$ cat src/rtl/syscall_display_buffer_pkg.sv
// Shared definitions for the syscall display buffer: display width, FSM encoding
// and the width helper used for the occupancy count.
package syscall_display_buffer_pkg;

  localparam int DISPLAY_W = 32;

  typedef enum logic {
    IDLE = 1'b0,
    SHOW = 1'b1
  } disp_state_e;

  // One extra bit so a completely full FIFO (count == DEPTH) is representable.
  function automatic int count_width(input int depth);
    return $clog2(depth) + 1;
  endfunction

endpackage

$ cat src/rtl/syscall_display_buffer_if.sv
// CPU-facing push port and LED-facing display port of the syscall display buffer.
interface syscall_display_buffer_if
  import syscall_display_buffer_pkg::*;
#(
  parameter int DATA_W = DISPLAY_W,
  parameter int DEPTH  = 8
) ();

  localparam int CNT_W = count_width(DEPTH);

  logic              wr_en;
  logic [DATA_W-1:0] wr_data;
  logic              full;
  logic [CNT_W-1:0]  count;
  logic              overflow;
  logic [DATA_W-1:0] display_data;
  logic              showing;

  modport master (
    output wr_en, wr_data,
    input  full, count, overflow, display_data, showing
  );

  modport slave (
    input  wr_en, wr_data,
    output full, count, overflow, display_data, showing
  );

endinterface

$ cat src/rtl/syscall_display_buffer_sync_fifo.sv
// Single-clock FIFO with registered occupancy count; full/empty derive from the count
// so wrapping pointers never need an extra lap bit.
module syscall_display_buffer_sync_fifo
  import syscall_display_buffer_pkg::*;
#(
  parameter int DATA_W = DISPLAY_W,
  parameter int DEPTH  = 8
) (
  input  logic                         clk,
  input  logic                         rst,
  input  logic                         i_push,
  input  logic                         i_pop,
  input  logic [DATA_W-1:0]            i_data,
  output logic [DATA_W-1:0]            o_head,
  output logic [count_width(DEPTH)-1:0] o_count,
  output logic                         o_full,
  output logic                         o_empty
);

  localparam int PTR_W = $clog2(DEPTH);
  localparam int CNT_W = count_width(DEPTH);

  logic [DATA_W-1:0] r_mem [DEPTH];
  logic [PTR_W-1:0]  r_wrPtr;
  logic [PTR_W-1:0]  r_rdPtr;
  logic [CNT_W-1:0]  r_count;
  logic              w_doPush;
  logic              w_doPop;

  assign o_full   = (r_count == CNT_W'(DEPTH));
  assign o_empty  = (r_count == '0);
  assign w_doPush = i_push && !o_full;
  assign w_doPop  = i_pop && !o_empty;
  assign o_head   = r_mem[r_rdPtr];
  assign o_count  = r_count;

  // Storage needs no reset: a zero count makes stale entries unreachable.
  always_ff @(posedge clk) begin
    if (w_doPush) begin
      r_mem[r_wrPtr] <= i_data;
    end
  end

  always_ff @(posedge clk or posedge rst) begin
    if (rst) begin
      r_wrPtr <= '0;
      r_rdPtr <= '0;
      r_count <= '0;
    end else begin
      if (w_doPush) begin
        r_wrPtr <= r_wrPtr + 1'b1;
      end
      if (w_doPop) begin
        r_rdPtr <= r_rdPtr + 1'b1;
      end
      case ({w_doPush, w_doPop})
        2'b10:   r_count <= r_count + 1'b1;
        2'b01:   r_count <= r_count - 1'b1;
        default: r_count <= r_count;
      endcase
    end
  end

endmodule

$ cat src/rtl/syscall_display_buffer.sv
// Queues syscall display values from the cpu and shows each one on the LED display
// for HOLD_CYCLES clocks, back-pressuring the cpu through full.
module syscall_display_buffer
  import syscall_display_buffer_pkg::*;
#(
  parameter int DATA_W      = DISPLAY_W,
  parameter int DEPTH       = 8,
  parameter int HOLD_CYCLES = 1000000
) (
  input  logic clk,
  input  logic rst,
  syscall_display_buffer_if.slave bus
);

  localparam int CNT_W  = count_width(DEPTH);
  localparam int HOLD_W = $clog2(HOLD_CYCLES);
  localparam logic [HOLD_W-1:0] HOLD_RELOAD = HOLD_W'(HOLD_CYCLES - 1);

  disp_state_e       r_state;
  disp_state_e       w_nextState;
  logic [HOLD_W-1:0] r_hold;
  logic [DATA_W-1:0] r_display;
  logic              r_overflow;
  logic              w_pop;
  logic              w_showing;
  logic              w_holdDone;
  logic [DATA_W-1:0] w_head;
  logic [CNT_W-1:0]  w_count;
  logic              w_full;
  logic              w_empty;

  syscall_display_buffer_sync_fifo #(
    .DATA_W (DATA_W),
    .DEPTH  (DEPTH)
  ) u_fifo (
    .clk     (clk),
    .rst     (rst),
    .i_push  (bus.wr_en),
    .i_pop   (w_pop),
    .i_data  (bus.wr_data),
    .o_head  (w_head),
    .o_count (w_count),
    .o_full  (w_full),
    .o_empty (w_empty)
  );

  assign w_holdDone = (r_hold == '0);

  always_ff @(posedge clk or posedge rst) begin
    if (rst) begin
      r_state <= IDLE;
    end else begin
      r_state <= w_nextState;
    end
  end

  always_comb begin
    w_nextState = r_state;
    case (r_state)
      IDLE:    if (!w_empty) w_nextState = SHOW;
      SHOW:    if (w_holdDone && w_empty) w_nextState = IDLE;
      default: w_nextState = IDLE;
    endcase
  end

  always_comb begin
    w_pop     = 1'b0;
    w_showing = 1'b0;
    case (r_state)
      IDLE: begin
        w_pop = !w_empty;
      end
      SHOW: begin
        w_showing = 1'b1;
        w_pop     = w_holdDone && !w_empty;
      end
      default: begin
        w_pop     = 1'b0;
        w_showing = 1'b0;
      end
    endcase
  end

  // A pop always restarts the hold window; otherwise count down to zero and stop.
  always_ff @(posedge clk or posedge rst) begin
    if (rst) begin
      r_display <= '0;
      r_hold    <= '0;
    end else if (w_pop) begin
      r_display <= w_head;
      r_hold    <= HOLD_RELOAD;
    end else if (r_state == SHOW && !w_holdDone) begin
      r_hold <= r_hold - 1'b1;
    end
  end

  // full is the registered status, so a same-cycle pop does not rescue the write.
  always_ff @(posedge clk or posedge rst) begin
    if (rst) begin
      r_overflow <= 1'b0;
    end else if (bus.wr_en && w_full) begin
      r_overflow <= 1'b1;
    end
  end

  assign bus.full         = w_full;
  assign bus.count        = w_count;
  assign bus.overflow     = r_overflow;
  assign bus.display_data = r_display;
  assign bus.showing      = w_showing;

endmodule

$ cat src/flat_wrapper.sv
// flat-port wrapper written by rule: the top's interface ports become plain ports
module syscall_display_buffer_flat import syscall_display_buffer_pkg::*;
#(
  parameter int DATA_W      = DISPLAY_W,
  parameter int DEPTH       = 8,
  parameter int HOLD_CYCLES = 1000000
)
  (clk, rst, bus_wr_en, bus_wr_data, bus_full, bus_count, bus_overflow, bus_display_data, bus_showing);
  syscall_display_buffer_if #(.DATA_W(DATA_W), .DEPTH(DEPTH)) bus_i ();
  input  logic clk;
  input  logic rst;
  input wire logic [$bits(bus_i.wr_en)-1:0] bus_wr_en;
  input wire logic [$bits(bus_i.wr_data)-1:0] bus_wr_data;
  output wire logic [$bits(bus_i.full)-1:0] bus_full;
  output wire logic [$bits(bus_i.count)-1:0] bus_count;
  output wire logic [$bits(bus_i.overflow)-1:0] bus_overflow;
  output wire logic [$bits(bus_i.display_data)-1:0] bus_display_data;
  output wire logic [$bits(bus_i.showing)-1:0] bus_showing;
  assign bus_i.wr_en = bus_wr_en;
  assign bus_i.wr_data = bus_wr_data;
  assign bus_full = bus_i.full;
  assign bus_count = bus_i.count;
  assign bus_overflow = bus_i.overflow;
  assign bus_display_data = bus_i.display_data;
  assign bus_showing = bus_i.showing;
  syscall_display_buffer #(.DATA_W(DATA_W), .DEPTH(DEPTH), .HOLD_CYCLES(HOLD_CYCLES)) u_core (.clk(clk), .rst(rst), .bus(bus_i));
endmodule
$ cat config.mk
export PLATFORM = sky130hd
export DESIGN_NAME = syscall_display_buffer_flat
export DESIGN_NICKNAME = d
export VERILOG_FILES = /design/src/rtl/syscall_display_buffer_pkg.sv /design/src/rtl/syscall_display_buffer_if.sv /design/src/rtl/syscall_display_buffer_sync_fifo.sv /design/src/rtl/syscall_display_buffer.sv /design/src/flat_wrapper.sv
export SDC_FILE = /design/constraint.sdc
export NUM_CORES = 1
export LEC_CHECK = 0
export ABC_AREA = 1
export CORE_MARGIN = 10
export CORE_UTILIZATION = 60
export CTS_BUF_LIST = sky130_fd_sc_hd__clkbuf_16
export DETAILED_ROUTE_END_ITERATION = 10
export PLACE_DENSITY = 0.8
export SLEW_MARGIN = 10
export SYNTH_ARGS = -nofsm -noshare
export SYNTH_HDL_FRONTEND = slang
export SYNTH_SLANG_ARGS = --single-unit
$ cat constraint.sdc
create_clock -name clk -period 4.45 [get_ports clk]
set_clock_uncertainty 0.1 [all_clocks]
set_input_delay 0.445 -clock clk [delete_from_list [all_inputs] [get_ports clk]]
set_output_delay 0.445 -clock clk [all_outputs]
set_load 0.03 [all_outputs]
# == After elaboration in Yosys (flattened, before gate mapping) ==
# Memories as Yosys holds them, arrays and structs flattened. A register that Yosys moved wholly into a read port is not among the register bits.
# Cells that the tools add are included.
# totals
register_bits,32
latch_bits,0
ram_bits,256
mem_bits_ro,0
inputBits,35
out_inout_bits,39
wordCells,39
n_memories,1
# mem_list
memory,depth,word_bits,rd,rd_clocked_by_memory_dff,wr,line,rtl
u_core.u_fifo.r_mem,8,32,1,1,1,syscall_display_buffer_sync_fifo.sv:23,logic [DATA_W-1:0] r_mem [DEPTH];
# classes
add_sub_neg,5
mul,0
div,0
magnitude_cmp,0
eq_ne,3
shift,0
mux,10
n_bitwise,1
reduce_logical,13
# ops
cell,n
two-way mux 20 bit,2
logical NOT 20 bit,1
subtractor 20 x 1 -> 20 bit (second input constant),1
one-hot mux 4 bit (2 select lines),1
adder 3 x 1 -> 3 bit (second input constant),2
logical AND 1 bit,6
two-way mux 1 bit,5
adder 4 x 1 -> 4 bit (second input constant),1
equality test 4 bit (second input constant),1
logical NOT 4 bit,1
one-hot mux 1 bit (2 select lines),2
nonzero test 2 bit,2
subtractor 4 x 1 -> 4 bit (second input constant),1
logical NOT 1 bit,3
equality test 2 x 1 -> 1 bit (second input constant),1
equality test 2 bit (second input constant),1
inverter 1 bit,1

# == Depth between registers and ports, before layout ==
# Gate-level depths: netlist of run 1.
# depth
depth_word,7
ltp_mapped,13
mapped_depth_nobuf,13

# == Hierarchy ==
# Synthesis of run 1 repeated with hierarchy kept, for this count alone.
# hier_totals
cells_unflattened,1513
hier_area_um2,14242.4
# modules_own_cells
module,instances,cells_each,area_per_inst_um2,seq_area_each_um2
syscall_display_buffer_sync_fifo,1,1188,11644.9,7937.6
syscall_display_buffer,1,325,2597.5,1351.3

# == Worst setup path after synthesis of run 1 ==
# No wires, ideal clock.
# synth_path
kind,flip-flop to flip-flop
startpoint,"register u_core.u_fifo.r_count[0], in the netlist u_core.u_fifo.o_count[0]"
endpoint,"memory u_core.u_fifo.r_mem[0][0] (netlist name), enable pin"
setup_time_ns,0.421
arrival_ns,2.672
required_time_ns,3.929
path_slack_ns,1.257
stages_incl_launch_ff,8
path_buffers,0
synth_period_minus_slack_ns,3.193
path_cell_list,dfrtp_1 -> inv_1 -> nand2_2 -> inv_1 -> nand3_1 -> nand2_1 -> or2_2 -> nor2_1
# synth_between
elab_chain_cells,5
# synth_rtl
element,line,rtl
from (decl),syscall_display_buffer_sync_fifo.sv:26,logic [CNT_W-1:0] r_count;
from (signal assigned),syscall_display_buffer_sync_fifo.sv:57,2'b10: r_count <= r_count + 1'b1;
from (signal assigned),syscall_display_buffer_sync_fifo.sv:58,2'b01: r_count <= r_count - 1'b1;
from (signal assigned),syscall_display_buffer_sync_fifo.sv:59,default: r_count <= r_count;
equality test 4 bit,syscall_display_buffer_sync_fifo.sv:30,assign o_full = (r_count == CNT_W'(DEPTH));
logical NOT 1 bit,syscall_display_buffer_sync_fifo.sv:32,assign w_doPush = i_push && !o_full;
logical AND 1 bit,syscall_display_buffer_sync_fifo.sv:32,
two-way mux 1 bit,syscall_display_buffer_sync_fifo.sv:39,if (w_doPush) begin
two-way mux 1 bit (implied by the code),syscall_display_buffer_sync_fifo.sv:40,r_mem[r_wrPtr] <= i_data;
to (decl),syscall_display_buffer_sync_fifo.sv:23,
# No other way between the ends.

# == Worst setup path after layout of run 1 ==
# layout_path
startpoint,register u_core.r_hold[0]
endpoint,"register u_core.u_fifo.r_count[2], in the netlist u_core.u_fifo.o_count[2]"
# layout_between
elab_chain_cells,6
elab_cells_between_ends,8
cone_classes,eq/ne: 2; mux: 2; reduce/logical: 4
# layout_rtl
element,line,rtl
from (decl),syscall_display_buffer.sv:21,logic [HOLD_W-1:0] r_hold;
from (signal assigned),syscall_display_buffer.sv:93,r_hold <= r_hold - 1'b1;
logical NOT 20 bit (*),syscall_display_buffer.sv:47,assign w_holdDone = (r_hold == '0);
logical AND 1 bit (*),syscall_display_buffer.sv:75,w_pop = w_holdDone && !w_empty;
one-hot mux 1 bit (2 select lines) (*),syscall_display_buffer.sv:69,case (r_state)
logical AND 1 bit (*),syscall_display_buffer_sync_fifo.sv:33,assign w_doPop = i_pop && !o_empty;
net u_core.u_fifo.w_doPop,syscall_display_buffer_sync_fifo.sv:28,logic w_doPop;
equality test 2 x 1 -> 1 bit / equality test 2 bit (equally long branches),syscall_display_buffer_sync_fifo.sv:56,"case ({w_doPush, w_doPop})"
one-hot mux 4 bit (2 select lines) / nonzero test 2 bit (equally long branches),n/a,
# The timed path passes the listed nets; every way through them passes the cells marked *.
# A chain may end at the register's enable or synchronous reset.

==> results.py, run 1 <==
metrics = {
    "status": {
        "outcome": "complete, no violations",
    },
    "placed_design": {
        "io_buffers": 73,
        "place_congestion": 0.828,
        "dpl.cell_count": 1397,
        "dp_hpwl_mm": 14.7,
    },
    "detailed_routing": {
        "wl_mm": 26.3,
        "drt_pass1_iterations": 5,
        "drc_errors": 0,
        "wl_per_cell_um": 18.1,
        "dr.first_iter.drc_count": 767,
        "viasPerCell": 5.66,
        "num_vias": 8229,
        "antenna_left": 0,
    },
    "clock_network": {
        "cts_buffers": 31,
        "clockBufferDepth": 3,
        "post_cts_resize_count": 0,
        "cts_setup_buffers": 0,
        "cts-root-buf": "clkbuf_16",
        "clkSinkCount": 320,
        "ctsHoldBuffers": 0,
        "insertion_delay_ns": 0.55,
        "tritoncts": "yes",
        "path_clk_slew_ns": 0.07,
        "h-tree-depth": 1,
    },
    "timing": {
        "max_slew_margin": 0.178,
        "slew_viol_final": 0,
        "final_hold_viol_count": 0,
        "timing.fmax_mhz": 350,
        "finalSetupViolations": 0,
        "setup_tns_ns": 0,
        "worstMarginPinSlew_ns": 1.23,
        "rsz0062_at_grt": "false",
        "period_share": 0.643,
        "fin_crit_ns": 2.86,
    },
    "logic_synthesis": {
        "synth_flop_cell": "edfxtp_1",
        "synthAdderAreaFrac": 0.00667,
        "yosys_warnings": 0,
        "yosys.area_share.simple": 0.125,
        "synth_cell_types": 33,
        "syn_inst": 1095,
        "synth_edf_count": 256,
        "synth_top_family_by_area": "simple AND/OR/NAND/NOR gates",
        "synth_nets": 1137,
        "syn_area_per_cell_um2": 12.0,
        "yosys.area_share.xor_xnor": 0.00800,
        "synth_compound_area_frac": 0.115,
        "synth.area.mux_share": 0,
        "async_flop_share": 0.200,
        "syn_area_mm2": 0.0131,
        "synth-seq-area-share": 0.707,
        "synth_seq_cells": 320,
    },
    "layout": {
        "syn_to_final_growth_pct": 14.5,
        "final_cell_count_no_fill": 1453,
        "final_cell_mix": "edfxtp_1, nor2_1, o21ai_0",
        "drive_above_1_share": 0.0929,
        "final_common_cell": "edfxtp_1",
        "diodes": 0,
        "final_nets": 1192,
    },
    "floorplan": {
        "die_width_um": 168,
        "ios": 74,
        "die_area_mm2": 0.0282,
        "core_mm2": 0.0217,
        "fp-row-count": 54,
        "die_h_um": 168,
        "start_util": 0.606,
    },
    "critical_path": {
        "worstPathRequired_ns": 4.79,
        "worstPathArrival_ns": 3.20,
        "cp-startpoint": "u_core.r_hold[0]",
        "path_max_fanout": 9,
        "crit_type": "reg -> reg",
        "critPathCaptureType": "register",
        "start_kind": "register",
        "rr_startpoint": "u_core.r_hold[0]",
    },
    "power": {
        "ir_drop_mv": 0.313,
        "power_density_mw_per_mm2": 464,
        "seqPwrFrac": 0.534,
        "comb_power_share": 0.094,
        "switching_share": 0.235,
        "power.leakage_uw": 0.00540,
        "clkPwrFrac": 0.372,
        "power_report.internal_total_uw": 5340,
        "p_switching_uw": 1640,
    },
    "flow_run": {
        "maxCapViolCount": 0,
    },
    "global_route": {
        "grt_pass1_wl_mm": 42.7,
        "grt_pass1_vias": 8298,
        "antenna_found_initial": 1,
        "grt_overflow": 0,
        "grt.total_usage": 0.183,
        "grt_max_degree": 96,
    },
    "hold_path": {
        "hp-class": "in -> async",
    },
}
synthesized netlist by cell type, types with 7 or more instances:
library cell  instances  area share
a21oi_1               9      0.0034
buf_2                16      0.0061
buf_6                 7      0.0060
clkbuf_1             31      0.0089
dfrtp_1              64        0.12
edfxtp_1            256        0.59
ha_1                  7      0.0067
inv_1                43       0.012
nand2_1             123       0.035
nand3_1              25      0.0095
nor2_1              222       0.063
o211ai_1             64       0.037
o21ai_0             136       0.052
o21ai_1              17      0.0065
o21ai_2              22       0.015
xor2_1                8      0.0053
state kept, by name, summed over array words and instances (netlist names):
signal                   flops
u_core.u_fifo.r_mem        256
u_core.bus.display_data     32
u_core.r_hold               20
u_core.u_fifo.o_count        4
u_core.u_fifo.r_rdPtr        3
u_core.u_fifo.r_wrPtr        3
u_core.bus.overflow          1
u_core.r_state               1
path summary, 6_finish.rpt:
| path | endpoint | slack [ns] | depth (start not counted) |
|---|---|---|---|
| worst min register to register | u_core.bus.overflow | 0.35 | 1 |
| min in group clk | u_core.bus.overflow | 0.35 | 1 |
| worst max register to register | u_core.u_fifo.o_count[2] | 1.59 | 13 |
| worst max-delay path | u_core.u_fifo.o_count[2] | 1.59 | 13 |
| worst min-delay path | u_core.bus.display_data[8] | 0.15 | 2 |
| max in group asynchronous | u_core.u_fifo.r_rdPtr[2] | 3.20 | 3 |
layout make-up:
class                      count  area (µm²)
timing repair buffer          82         798
multi-input combinational    668        3410
clock inverter                25         234
fill                        1481        6640
clock buffer                  31         776
tap                          280         350
inverter                      47         180
sequential                   320        9290
through the flow:
stage	total power [µW]	setup WS [ns]	hold slack [ns]	area (µm²)	util
global route	7230	1.32	0.172	15000	0.694
floorplan	4130	1.26	0.365	13100	-
global placement	4420	1.58	0.344	14000	0.647
finish	6980	1.59	0.150	15000	0.694
CTS	7030	1.58	0.151	15000	0.694
detailed placement	4460	1.50	0.352	14000	0.647
power groups by stage:
stage / Sequential, µW / Combinational (µW) / Clock, µW
finish: 3730 / 659 / 2600
global route: 3750 / 726 / 2750
CTS: 3730 / 673 / 2630
detailed placement: 3790 / 668 / 0
global placement: 3770 / 650 / 0
floorplan: 3820 / 317 / 0
kinds of logic (layout without fill, tap and decap cells):
group / Yosys count / count (layout)
XOR/XNOR: 12 / 12
AND/OR/NAND/NOR: 397 / 397
AO/OA/AOI/OAI: 252 / 252
buffers and inverters: 107 / 185
adder cells (fa/ha/maj): 7 / 7
flip-flops: 320 / 320
layer usage:
layer / GRT usage / part of all wire / wire, µm
met5: 0 / 0.00049 / 13
met2: 0.314 / 0.50 / 13300
met3: 0.0314 / 0.056 / 1480
met4: 0.0556 / 0.021 / 542
met1: 0.232 / 0.42 / 11000
worst max-delay path: stages (launching register included):
cell     delay, ns
dfrtp_1       0.37
inv_1         0.13
ha_1          0.17
nand2_1       0.07
nor2_2        0.15
nand3_4       0.16
a21oi_2       0.44
ha_1          0.32
xor2_1        0.26
ha_1          0.19
a21oi_1       0.05
a21oi_1       0.14
o21ai_0       0.09
o21a_1        0.11
Power figures use the tool's default switching activity.
==> inputs of run 2 (changes only) <==
Settings changed: CORE_UTILIZATION 60 to 54, PLACE_DENSITY 0.8 to 0.76.
Clock period 4.45 ns to 2.5 ns, I/O delays scaled along.
==> run 2 against run 1 <==
  * Global-route usage grew 0.14 points
  * Cell area up 3.7%
  * Register-to-register slack got worse by 1.4 ns
  * Count of clock-buffer cells in the layout rose by 4
  * Non-clock buffer count is 26 higher
  * Utilization fell by 4.7 points
  * Wire length up 7.8%
  * Largest power group unchanged
  * Sequential cell count is the same
  * Cell count up 5.2%
==> results.py, run 2 (synthesized netlist as in run 1, its figures left out) <==
metrics = {
    "status": {
        "outcome": "complete, no violations",
    },
    "hold_path": {
        "hp-class": "in -> async",
    },
    "layout": {
        "drive_above_1_share": 0.114,
        "top_register": "u_core.u_fifo.r_mem",
        "final_common_cell": "edfxtp_1",
        "syn_to_final_growth_pct": 18.7,
        "diodes": 0,
        "multi_input_area_mm2": 0.00344,
        "final_cell_count_no_fill": 1529,
        "register_area_mm2": 0.00929,
        "fillers": 1790,
        "largest_reg_flops": 256,
        "final_nets": 1221,
        "final_cell_mix": "edfxtp_1, nor2_1, o21ai_0",
    },
    "clock_network": {
        "path_clk_slew_ns": 0.06,
        "tritoncts": "yes",
        "h-tree-depth": 2,
        "cts-root-buf": "clkbuf_16",
        "cts_buffers": 34,
        "clockBufferDepth": 3,
        "insertion_delay_ns": 0.52,
        "clkSinkCount": 320,
    },
    "critical_path": {
        "cp-startpoint": "u_core.u_fifo.o_count[0]",
        "r2r_end": "u_core.u_fifo.o_count[2]",
        "slowest_delay_ns": 0.69,
        "crit_buf_inv": 4,
        "cp.depth": 6,
        "critical_path.top_delay_family": "buffers and inverters",
        "worstPathRequired_ns": 2.15,
        "rrSetupSlack_ns": 0.16,
        "crit_type": "reg -> out",
        "worstPathArrival_ns": 2.07,
        "cp_common_cell": "inv_1",
        "rr_startpoint": "u_core.r_hold[1]",
        "path_cells": "inv_1 > nand2_2 > inv_1 > nand3_1 > inv_1 > clkdlybuf4s50_1",
        "rr_worst_depth": 13,
        "start_kind": "register",
        "path_max_fanout": 6,
        "endpoint": "bus_full",
        "crit_slowest_cell": "clkdlybuf4s50_1",
        "critPathCaptureType": "output port",
    },
    "placed_design": {
        "dpl.cell_count": 1466,
        "io_buffers": 73,
        "place_congestion": 0.844,
        "dp_hpwl_mm": 16.9,
    },
    "timing": {
        "period_share": 0.967,
        "worstMarginPinSlew_ns": 0.666,
        "setup_tns_ns": 0,
        "final_hold_viol_count": 0,
        "max_slew_margin": 0.555,
        "timing.fmax_mhz": 414,
        "fin_crit_ns": 2.42,
        "finalSetupViolations": 0,
        "slew_viol_final": 0,
    },
    "detailed_routing": {
        "num_vias": 8492,
        "wl_per_cell_um": 18.5,
        "dr.first_iter.drc_count": 781,
        "wl_mm": 28.3,
        "antenna_left": 0,
        "drc_errors": 0,
        "viasPerCell": 5.55,
        "drt_pass1_iterations": 6,
    },
    "floorplan": {
        "ios": 74,
        "fp-row-count": 57,
        "die_h_um": 176,
        "die_area_mm2": 0.0310,
        "core_mm2": 0.0241,
        "die_width_um": 176,
        "start_util": 0.545,
    },
    "global_route": {
        "grt_pass1_vias": 8613,
        "antenna_found_initial": 0,
        "grt.total_usage": 0.184,
        "grt_max_degree": 130,
        "grt_overflow": 0,
        "grt_pass1_wl_mm": 45.7,
    },
    "power": {
        "power_density_mw_per_mm2": 818,
        "ir_drop_mv": 0.653,
        "power.leakage_uw": 0.00564,
    },
    "flow_run": {
        "maxCapViolCount": 0,
    },
}
run 2: cell type report:
class                           instances  area share
Clock buffer                           35      0.0562
Clock inverter                         27      0.0120
Inverter                               47      0.0113
Multi-Input combinational cell        668       0.221
Sequential cell                       320       0.596
Tap cell                              324      0.0260
Timing Repair Buffer                  108      0.0781
run 2: power breakdown:
part | switching [µW] | total [µW] | internal (µW) | leakage, µW
clock | 1970 | 4720 | 2750 | 0.000571
sequential | 194 | 6630 | 6440 | 0.00306
combinational | 930 | 1410 | 481 | 0.00200
run 2: worst reg2reg max path, delay by kind of cell, from the launching register on:
family | cells | cell delay, ns
AO/OA/AOI/OAI | 5 | 0.63
buffers and inverters | 1 | 0.11
adder cells (fa/ha/maj) | 3 | 0.53
AND/OR/NAND/NOR | 3 | 0.31
flip-flops | 1 | 0.37
XOR/XNOR | 1 | 0.18
run 2: timing repair:
action	CTS	global route
gates resized for setup	0	4
setup endpoints to repair	0	1
endpoints found under the hold margin	0	0
setup buffers	0	1
hold buffers	0	0
run 2: how the worst min path moves through the flow:
stage / startpoint / end
CTS: rst / u_core.bus.display_data[18]
global route: rst / u_core.bus.display_data[0]
detailed placement: u_core.bus.overflow / u_core.bus.overflow
global placement: u_core.bus.overflow / u_core.bus.overflow
floorplan: bus_wr_data[0] / u_core.u_fifo.r_mem[0][0]
finish: rst / u_core.bus.display_data[0]
run 2: through the flow:
stage	setup WS [ns]	hold WS [ns]	area, µm²	power (µW)	util
finish	0.0826	0.0668	15600	12800	0.647
global route	-0.00272	0.104	15600	13200	0.647
CTS	0.00665	0.0843	15600	12800	0.646
detailed placement	0.0756	0.356	14500	8130	0.602
global placement	0.155	0.358	14500	8060	0.602
floorplan	-0.183	0.249	13200	7390	-
run 2: routing by layer:
layer	part of all wire	GRT usage	vias up
li1	-	-	4030
met1	0.42	0.235	4158
met2	0.51	0.315	273
met3	0.063	0.0346	31
met4	0.013	0.0551	0
met5	0	0	-
==> inputs of run 3 (changes only) <==
Settings changed: CORE_UTILIZATION 54 to 59, PLACE_DENSITY 0.76 to 0.79.
Clock period 2.5 ns to 2.6 ns, I/O delays scaled along.
==> run 3 against run 2 <==
  * Sequential share of layout area increased by 1.2 points
  * Worst hold slack improved by 0.17 ns
  * Wire length about the same
  * Utilization increased by 5.2 points
  * Critical path depth increased by 7
  * Via count increased by 0.66%
  * Global-route usage increased by 1.0 points
  * First-iteration DRC count increased by 23%
  * Clock power decreased by 13%
  * Cell area decreased by 1.9%
==> results.py, run 3 (synthesized netlist as in run 1, its figures left out) <==
metrics = {
    "layout": {
        "final_nets": 1213,
        "fin_area_mm2": 0.0153,
        "largest_reg_flops": 256,
        "final_common_cell": "edfxtp_1",
        "final_core_util": 0.699,
        "drive_above_1_share": 0.110,
        "multi_input_area_mm2": 0.00342,
        "top_register": "u_core.u_fifo.r_mem",
        "final_cell_mix": "edfxtp_1, nor2_1, o21ai_0",
        "register_area_mm2": 0.00929,
        "fillers": 1489,
        "syn_to_final_growth_pct": 16.4,
    },
    "global_route": {
        "grt.total_usage": 0.194,
        "grt_pass1_vias": 8456,
        "grt_pass1_wl_mm": 45.4,
        "grt_max_degree": 90,
        "grt_overflow": 0,
        "antenna_found_initial": 1,
    },
    "placed_design": {
        "dp_slack_ns": 0.125,
        "io_buffers": 73,
        "place_area_mm2": 0.0143,
        "place_congestion": 0.871,
        "dp_hpwl_mm": 16.3,
    },
    "floorplan": {
        "ios": 74,
        "fp-row-count": 54,
        "core_mm2": 0.0219,
        "die_h_um": 169,
        "start_util": 0.600,
        "die_width_um": 169,
        "die_area_mm2": 0.0286,
    },
    "flow_run": {
        "maxCapViolCount": 0,
    },
    "clock_network": {
        "cts_setup_buffers": 0,
        "path_clk_slew_ns": 0.06,
        "cts_buffers": 31,
        "h-tree-depth": 1,
        "insertion_delay_ns": 0.56,
        "clockBufferDepth": 3,
        "tritoncts": "yes",
        "clkSinkCount": 320,
        "cts-root-buf": "clkbuf_16",
    },
    "timing": {
        "timing.fmax_mhz": 409,
        "slew_viol_final": 0,
        "period_share": 0.940,
        "rsz0062_at_grt": "false",
        "max_slew_margin": 0.504,
        "worstMarginPinSlew_ns": 0.743,
        "finalSetupViolations": 0,
        "final_hold_viol_count": 0,
        "layout_setup_ws_ns": 0.157,
        "fin_crit_ns": 2.44,
    },
    "critical_path": {
        "slowest_delay_ns": 0.37,
        "crit_type": "reg -> reg",
        "worstPathRequired_ns": 2.95,
        "worstPathArrival_ns": 2.79,
        "start_kind": "register",
        "critPathCaptureType": "register",
        "path_cells": "inv_1 > ha_1 > nand2_1 > nor2_2 > nand3_4 > a21oi_2 > ha_2 > xor2_2 > ha_1 > a21oi_1 > a21oi_1 > o21ai_0 > o21a_1",
        "path_max_fanout": 5,
        "crit_slowest_cell": "dfrtp_1",
    },
    "detailed_routing": {
        "drt_pass1_iterations": 5,
        "wl_per_cell_um": 19.2,
        "antenna_left": 0,
        "num_vias": 8548,
        "dr.first_iter.drc_count": 962,
        "drc_errors": 0,
        "viasPerCell": 5.79,
        "wl_mm": 28.3,
    },
    "power": {
        "power_report.internal_total_uw": 8860,
        "clkPwrFrac": 0.348,
        "power_density_mw_per_mm2": 770,
        "seqPwrFrac": 0.542,
        "power_uw": 11800,
        "comb_power_share": 0.110,
        "p_switching_uw": 2910,
        "power.leakage_uw": 0.00550,
        "ir_drop_mv": 0.596,
        "switching_share": 0.247,
    },
    "hold_path": {
        "hp-class": "in -> reg",
    },
    "status": {
        "outcome": "complete, no violations",
    },
}
[run 3: cell types whose count changed in the layout (fill, tap and decap cells not counted), moves of 2 or more]
cell / previous run / this run
clkbuf_16: 35 / 31
clkinv_8: 2 / 0
inv_1: 55 / 48
buf_12: 18 / 13
clkinvlp_4: 1 / 3
clkinv_2: 3 / 10
inv_2: 7 / 4
clkinv_1: 4 / 6
[run 3: final cells by class]
| type | instances | share of cell area |
|---|---|---|
| Antenna cell | 1 | 0.000164 |
| Clock buffer | 31 | 0.0507 |
| Clock inverter | 26 | 0.00973 |
| Inverter | 47 | 0.0118 |
| Multi-Input combinational cell | 668 | 0.224 |
| Sequential cell | 320 | 0.608 |
| Tap cell | 280 | 0.0229 |
| Timing Repair Buffer | 103 | 0.0733 |
[run 3: power groups by stage]
stage	Clock [µW]	Sequential (µW)	Combinational, µW
floorplan	0	6520	578
global placement	0	6450	1260
detailed placement	0	6470	1300
CTS	4170	6380	1310
global route	4390	6420	1400
finish	4100	6380	1290
[run 3: metrics by stage]
step | cells | setup TNS [ns] | hold slack, ns
5_1_grt | 1476 | 0 | 0.233
6_report | 1476 | 0 | 0.234
3_3_place_gp | 1417 | 0 | 0.341
3_5_place_dp | 1417 | 0 | 0.349
4_1_cts | 1475 | 0 | 0.213
2_1_floorplan | 1095 | -59.11 | 0.259
[run 3: layer usage]
metal / vias to the layer above / share of wire / wire length, µm / GRT usage
met1: 4176 / 0.42 / 11900 / 0.258
met4: 0 / 0.019 / 537 / 0.0522
met5: - / 0 / 0 / 0
met3: 46 / 0.061 / 1740 / 0.0310
met2: 310 / 0.50 / 14200 / 0.327
li1: 4016 / - / - / -
[run 3: path summary, 6_finish.rpt]
check / from / endpoint / slack (ns) / cells past startpoint
worst min-delay path: bus_wr_en / u_core.bus.overflow / 0.23 / 2
worst min register to register: u_core.bus.overflow / u_core.bus.overflow / 0.36 / 1
worst max register to register: u_core.r_hold[0] / u_core.u_fifo.o_count[2] / 0.16 / 13
worst max-delay path: u_core.r_hold[0] / u_core.u_fifo.o_count[2] / 0.16 / 13
max in group asynchronous: rst / u_core.u_fifo.r_rdPtr[2] / 1.28 / 4
min in group asynchronous: rst / u_core.bus.display_data[3] / 0.53 / 3
[run 3: timing repair]
action	CTS	global route
gates resized for setup	0	2
hold endpoints to repair	23	0
endpoints found under the setup margin	0	1
hold buffers	1	0
[run 3: worst max-delay path: cells and delay by family, from the launching register on]
kind / cells / cell delay (ns)
adder cells (fa/ha/maj): 3 / 0.61
AO/OA/AOI/OAI: 5 / 0.59
flip-flops: 1 / 0.37
XOR/XNOR: 1 / 0.20
AND/OR/NAND/NOR: 3 / 0.32
buffers and inverters: 1 / 0.14
==> RTL change 1 (flow settings as in run 3) <==
Make the reset (`rst`) synchronous in 4 clocked blocks.
--- a/src/rtl/syscall_display_buffer_sync_fifo.sv
+++ b/src/rtl/syscall_display_buffer_sync_fifo.sv
@@ -43,3 +43,3 @@
 
-  always_ff @(posedge clk or posedge rst) begin
+  always_ff @(posedge clk) begin
     if (rst) begin
--- a/src/rtl/syscall_display_buffer.sv
+++ b/src/rtl/syscall_display_buffer.sv
@@ -48,3 +48,3 @@
 
-  always_ff @(posedge clk or posedge rst) begin
+  always_ff @(posedge clk) begin
     if (rst) begin
@@ -84,3 +84,3 @@
   // A pop always restarts the hold window; otherwise count down to zero and stop.
-  always_ff @(posedge clk or posedge rst) begin
+  always_ff @(posedge clk) begin
     if (rst) begin
@@ -97,3 +97,3 @@
   // full is the registered status, so a same-cycle pop does not rescue the write.
-  always_ff @(posedge clk or posedge rst) begin
+  always_ff @(posedge clk) begin
     if (rst) begin
Behaviour: differs if rst is asserted again (counterexample within 4 cycles, from zero or initial values and one cycle with rst high); with rst held inactive, the same outputs for 10 cycles.
==> RTL change 1 against run 3 <==
- sequential cell count unchanged
- area after synthesis decreased by 0.51%
- die area decreased by 0.45%
- setup slack improved by 0.092 ns
- wire length increased by 3.4%
- cell area increased by 0.20%
- global-route usage increased by 0.52 points
- utilization increased by 0.35 points
- largest cell class unchanged
Power is not compared: it rests on default switching activity, and its combinational part moved more than twofold at a synthesized area within 25%.
==> RTL change 1: results (changes against run 3) <==
stage	metric	value	unit	change
placement	dpl_cell_area	14300	um^2	-0.39%
timing	fin_crit	2.35	ns	-0.0916 ns
logic_synthesis	synth_compound_area_share	8.52	%	-3.0 points
grt	grt_usage	20.0	%	+0.52 points
min_path	hold_end	u_core.bus.overflow		
grt	grt_max_degree	131		+46%
cells_and_area	drive_gt1_share	7.31	%	-3.7 points
cells_and_area	antenna_cells	0		-1
placement	preCtsSetupSlack	0.120	ns	-0.00444 ns
routing	met2_length	15000	um	+5.3%
routing	wl_met3	1780	um	+2.6%
grt	grtUsageMet2	34.3	%	+1.5 points
logic_synthesis	synth_xor_area_share	0.670	%	-0.13 points
grt	use_met1	25.6	%	-0.19 points
run_status	status	finished, final reports clean		
logic_synthesis	yosys-top-cells-area	edfxtp_1 59%, nor2_1 10%, dfxtp_1 9.8%		
clock_tree	numCtsBuffers	34		+9.7%
logic_synthesis	synthTopCellsByCount	362 x nor2_1, 256 x edfxtp_1, 140 x nand2_1		
placement	place.gp.congestion	0.851		-2.3%
critical_path	crit_path_end	u_core.u_fifo.r_mem[0][12]		
grt	met3_usage	3.17	%	+0.069 points
grt	grt_pass1_wl	46400	um	+2.2%
routing	wl_met1	12100	um	+1.8%
logic_synthesis	synth_fp_nets	1300		+14%
cells_and_area	fillers	1479		-0.67%
min_path	min_path_cells	3		+1
critical_path	cp.arrival	2.45	ns	-0.34 ns
cells_and_area	regArea	8970	um^2	-3.4%
logic_synthesis	yosys.area_share.adder	0.670	%	+0.0034 points
clock_tree	h-tree-depth	2		+1
timing	holdWs	0.291	ns	+0.0571 ns
timing	worst_slew_pin_slew	0.821	ns	+0.0784 ns
logic_synthesis	synthDistinctLibCells	26		-21%
cells_and_area	final_nets	1372		+13%
RTL change 1: through the flow:
| step | std cells | TNS (ns) |
|---|---|---|
| floorplan | 1258 | -50.30 |
| global placement | 1574 | 0 |
| detailed placement | 1574 | 0 |
| CTS | 1635 | 0 |
| global route | 1635 | 0 |
| finish | 1635 | 0 |
RTL change 1: report_power, final:
part	internal, mW	total, mW	switching, mW
clock network	2.52	4.38	1.86
registers	6.07	6.37	0.306
logic	1.77	5.29	3.52
total	10.4	16.0	5.68
RTL change 1: final cells by class:
type                            count  area share, %
Clock inverter                     26          0.849
Inverter                           72           1.77
Clock buffer                       35           5.72
Sequential cell                   320           58.6
Multi-Input combinational cell    802           23.7
Timing Repair Buffer              100           7.07
Tap cell                          280           2.29
RTL change 1: worst max-delay path: stages, from the launching register on:
cell	delay [ns]
dfxtp_1	0.43
inv_1	0.12
nand3_1	0.13
nand2_1	0.25
inv_1	0.20
nand2_1	0.25
nor2_4	0.34
buf_12	0.21
==> RTL change 2 (settings of run 3) <==
Made on the original files. `DISPLAY_W`: 32 -> 36.
--- a/src/rtl/syscall_display_buffer_pkg.sv
+++ b/src/rtl/syscall_display_buffer_pkg.sv
@@ -4,3 +4,3 @@
 
-  localparam int DISPLAY_W = 32;
+  localparam int DISPLAY_W = 36;
 
Ports: changed (resized bus_display_data and bus_wr_data); port bits go from 74 to 82. The function was not compared with the original's and may differ.
==> RTL change 2 against run 3 <==
- the flow now finishes with violations (hold timing)
- wire length increased by 8.5%
- utilization down 0.076 points
- sequential cell count grew 36
- die area increased by 8.2%
- via count is 9.2% higher
- area after synthesis grew 9.3%
- count of clock-buffer cells in the layout up 8
- critical path depth down 7
- synthesized cell count rose by 9.6%
- setup slack better by 0.067 ns
- total power up 14%
- sequential share of layout area increased by 0.78 points
- cell area up 10%
- critical path type is now reg -> out
- largest cell class unchanged
- largest power group unchanged
==> RTL change 2: results (changes against run 3) <==
stage	metric	value	unit	change
run_status	violations	hold timing		
placement	numPortBuffers	81		+11%
routing	drt_iter0_drc	934		-2.9%
grt	grt_max_degree	146		+62%
logic_synthesis	synth_seq_area_share	72.1	%	+1.4 points
min_path	worst_hold_path_type	in -> async		
timing	max-slew-margin-rel	43.7	%	-6.7 points
logic_synthesis	async_flop_share	19.1	%	-0.90 points
routing	wl	30800	um	+8.5%
grt	use_met1	25.3	%	-0.51 points
routing	via_per_inst	5.70		-1.6%
placement	preCtsSetupSlack	0.200	ns	+0.0755 ns
clock_tree	h-tree-depth	2		+1
timing	holdWs	-0.00347	ns	-0.237 ns
routing	highest_layer	met5		
routing	met2_length	15500	um	+8.8%
routing	wl_met1	12600	um	+6.1%
cells_and_area	final_nets	1330		+9.6%
clock_tree	hold_buffers	0		-1
logic_synthesis	synthDistinctLibCells	30		-9.1%
logic_synthesis	synth_enable_flop_cells	288		+13%
critical_path	critical-path-top-delay-family	buffers and inverters		
grt	grt_pass1_vias	9251		+9.4%
timing	hold_violations	4		+4
run_status	status	complete, but fails checks		
clock_tree	insertion_delay	0.52	ns	-0.04 ns
grt	grtUsageMet2	33.9	%	+1.2 points
critical_path	max_stage_delay	0.67	ns	+0.30 ns
placement	dpl_cell_area	15700	um^2	+9.4%
grt	grt_usage	19.8	%	+0.34 points
grt	met3_usage	3.93	%	+0.83 points
logic_synthesis	synth_fp_nets	1246		+9.6%
clock_tree	numCtsBuffers	37		+19%
grt	grt_pass1_wl	49300	um	+8.4%
critical_path	cp.arrival	2.02	ns	-0.77 ns
grt	antenna_found_initial	2		+1
## RTL change 2: changes by cell type in the layout (fill, tap and decap cells not counted), sizes merged, moves of 2 or more
cell                  run 3  this run
edfxtp                  256       288
o21ai                   175       195
nor2                    230       261
o211ai                   64        72
clkdlybuf4s50            73        81
nand3b                    0         2
nor3                      5         3
dfrtp                    64        68
nand4                     6         4
a21oi                    11         8
nand2                   129       144
clkbuf                   31        39
clkinvlp                  3         0
## RTL change 2: worst paths after layout
path                                               start                          to  slack (ns)  cells after the start
worst max-delay path            u_core.u_fifo.o_count[1]                    bus_full        0.22                      6
worst min-delay path                                 rst  u_core.bus.display_data[9]      -0.003                      2
worst max register to register          u_core.r_hold[0]    u_core.u_fifo.o_count[2]        0.26                     14
worst min register to register       u_core.bus.overflow         u_core.bus.overflow        0.36                      1
max in group asynchronous                            rst    u_core.u_fifo.r_rdPtr[2]        1.75                      3
min in group clk                               bus_wr_en         u_core.bus.overflow        0.29                      2
## RTL change 2: cell type report
cell class                      count  share of cell area, %
Sequential cell                   356                   61.5
Antenna cell                        1                 0.0149
Inverter                           42                  0.967
Tap cell                          324                   2.41
Clock inverter                     29                  0.900
Timing Repair Buffer              109                   6.96
Multi-Input combinational cell    738                   21.4
Clock buffer                       39                   5.80
## RTL change 2: worst reg2reg max path: stages (launching register included)
cell and delay (ns):
dfrtp_1 0.39, inv_2 0.11, ha_1 0.15, nand2_1 0.06, nor2_2 0.17, nand3_4 0.13, a21oi_2 0.16, ha_2 0.22
nand2_1 0.07, inv_1 0.06, nor2_1 0.05, ha_1 0.17, a21oi_1 0.15, xnor2_1 0.13, o21ai_0 0.08
## RTL change 2: kinds of logic after synthesis
| family | Yosys count | synth area share, % |
|---|---|---|
| adder cells (fa/ha/maj) | 7 | 0.610 |
| buffers and inverters | 106 | 3.29 |
| AND/OR/NAND/NOR | 442 | 12.3 |
| flip-flops | 356 | 72.1 |
| AO/OA/AOI/OAI | 276 | 10.9 |
| XOR/XNOR | 13 | 0.793 |
## RTL change 2: repair_timing
item / CTS / global route
endpoints found under the hold margin: 0 / 0
endpoints found under the setup margin: 0 / 2
setup buffers: 0 / 0
gates resized for setup: 0 / 2
## RTL change 2: through the flow
stage	utilization, %	total power, mW	TNS [ns]	std cells
3_5_place_dp	65.1	8.61	0	1569
5_1_grt	69.8	13.8	0	1637
6_report	69.8	13.4	0	1638
4_1_cts	69.8	13.5	0	1637
2_1_floorplan	-	7.92	-27.87	1200
3_3_place_gp	65.1	8.54	0	1569
## RTL change 2: power breakdown
group	switching, mW	leakage, nW	internal, mW
registers	0.196	3.40	6.93
logic	0.959	2.09	0.411
clock network	2.07	0.601	2.81
total	3.23	6.10	10.1
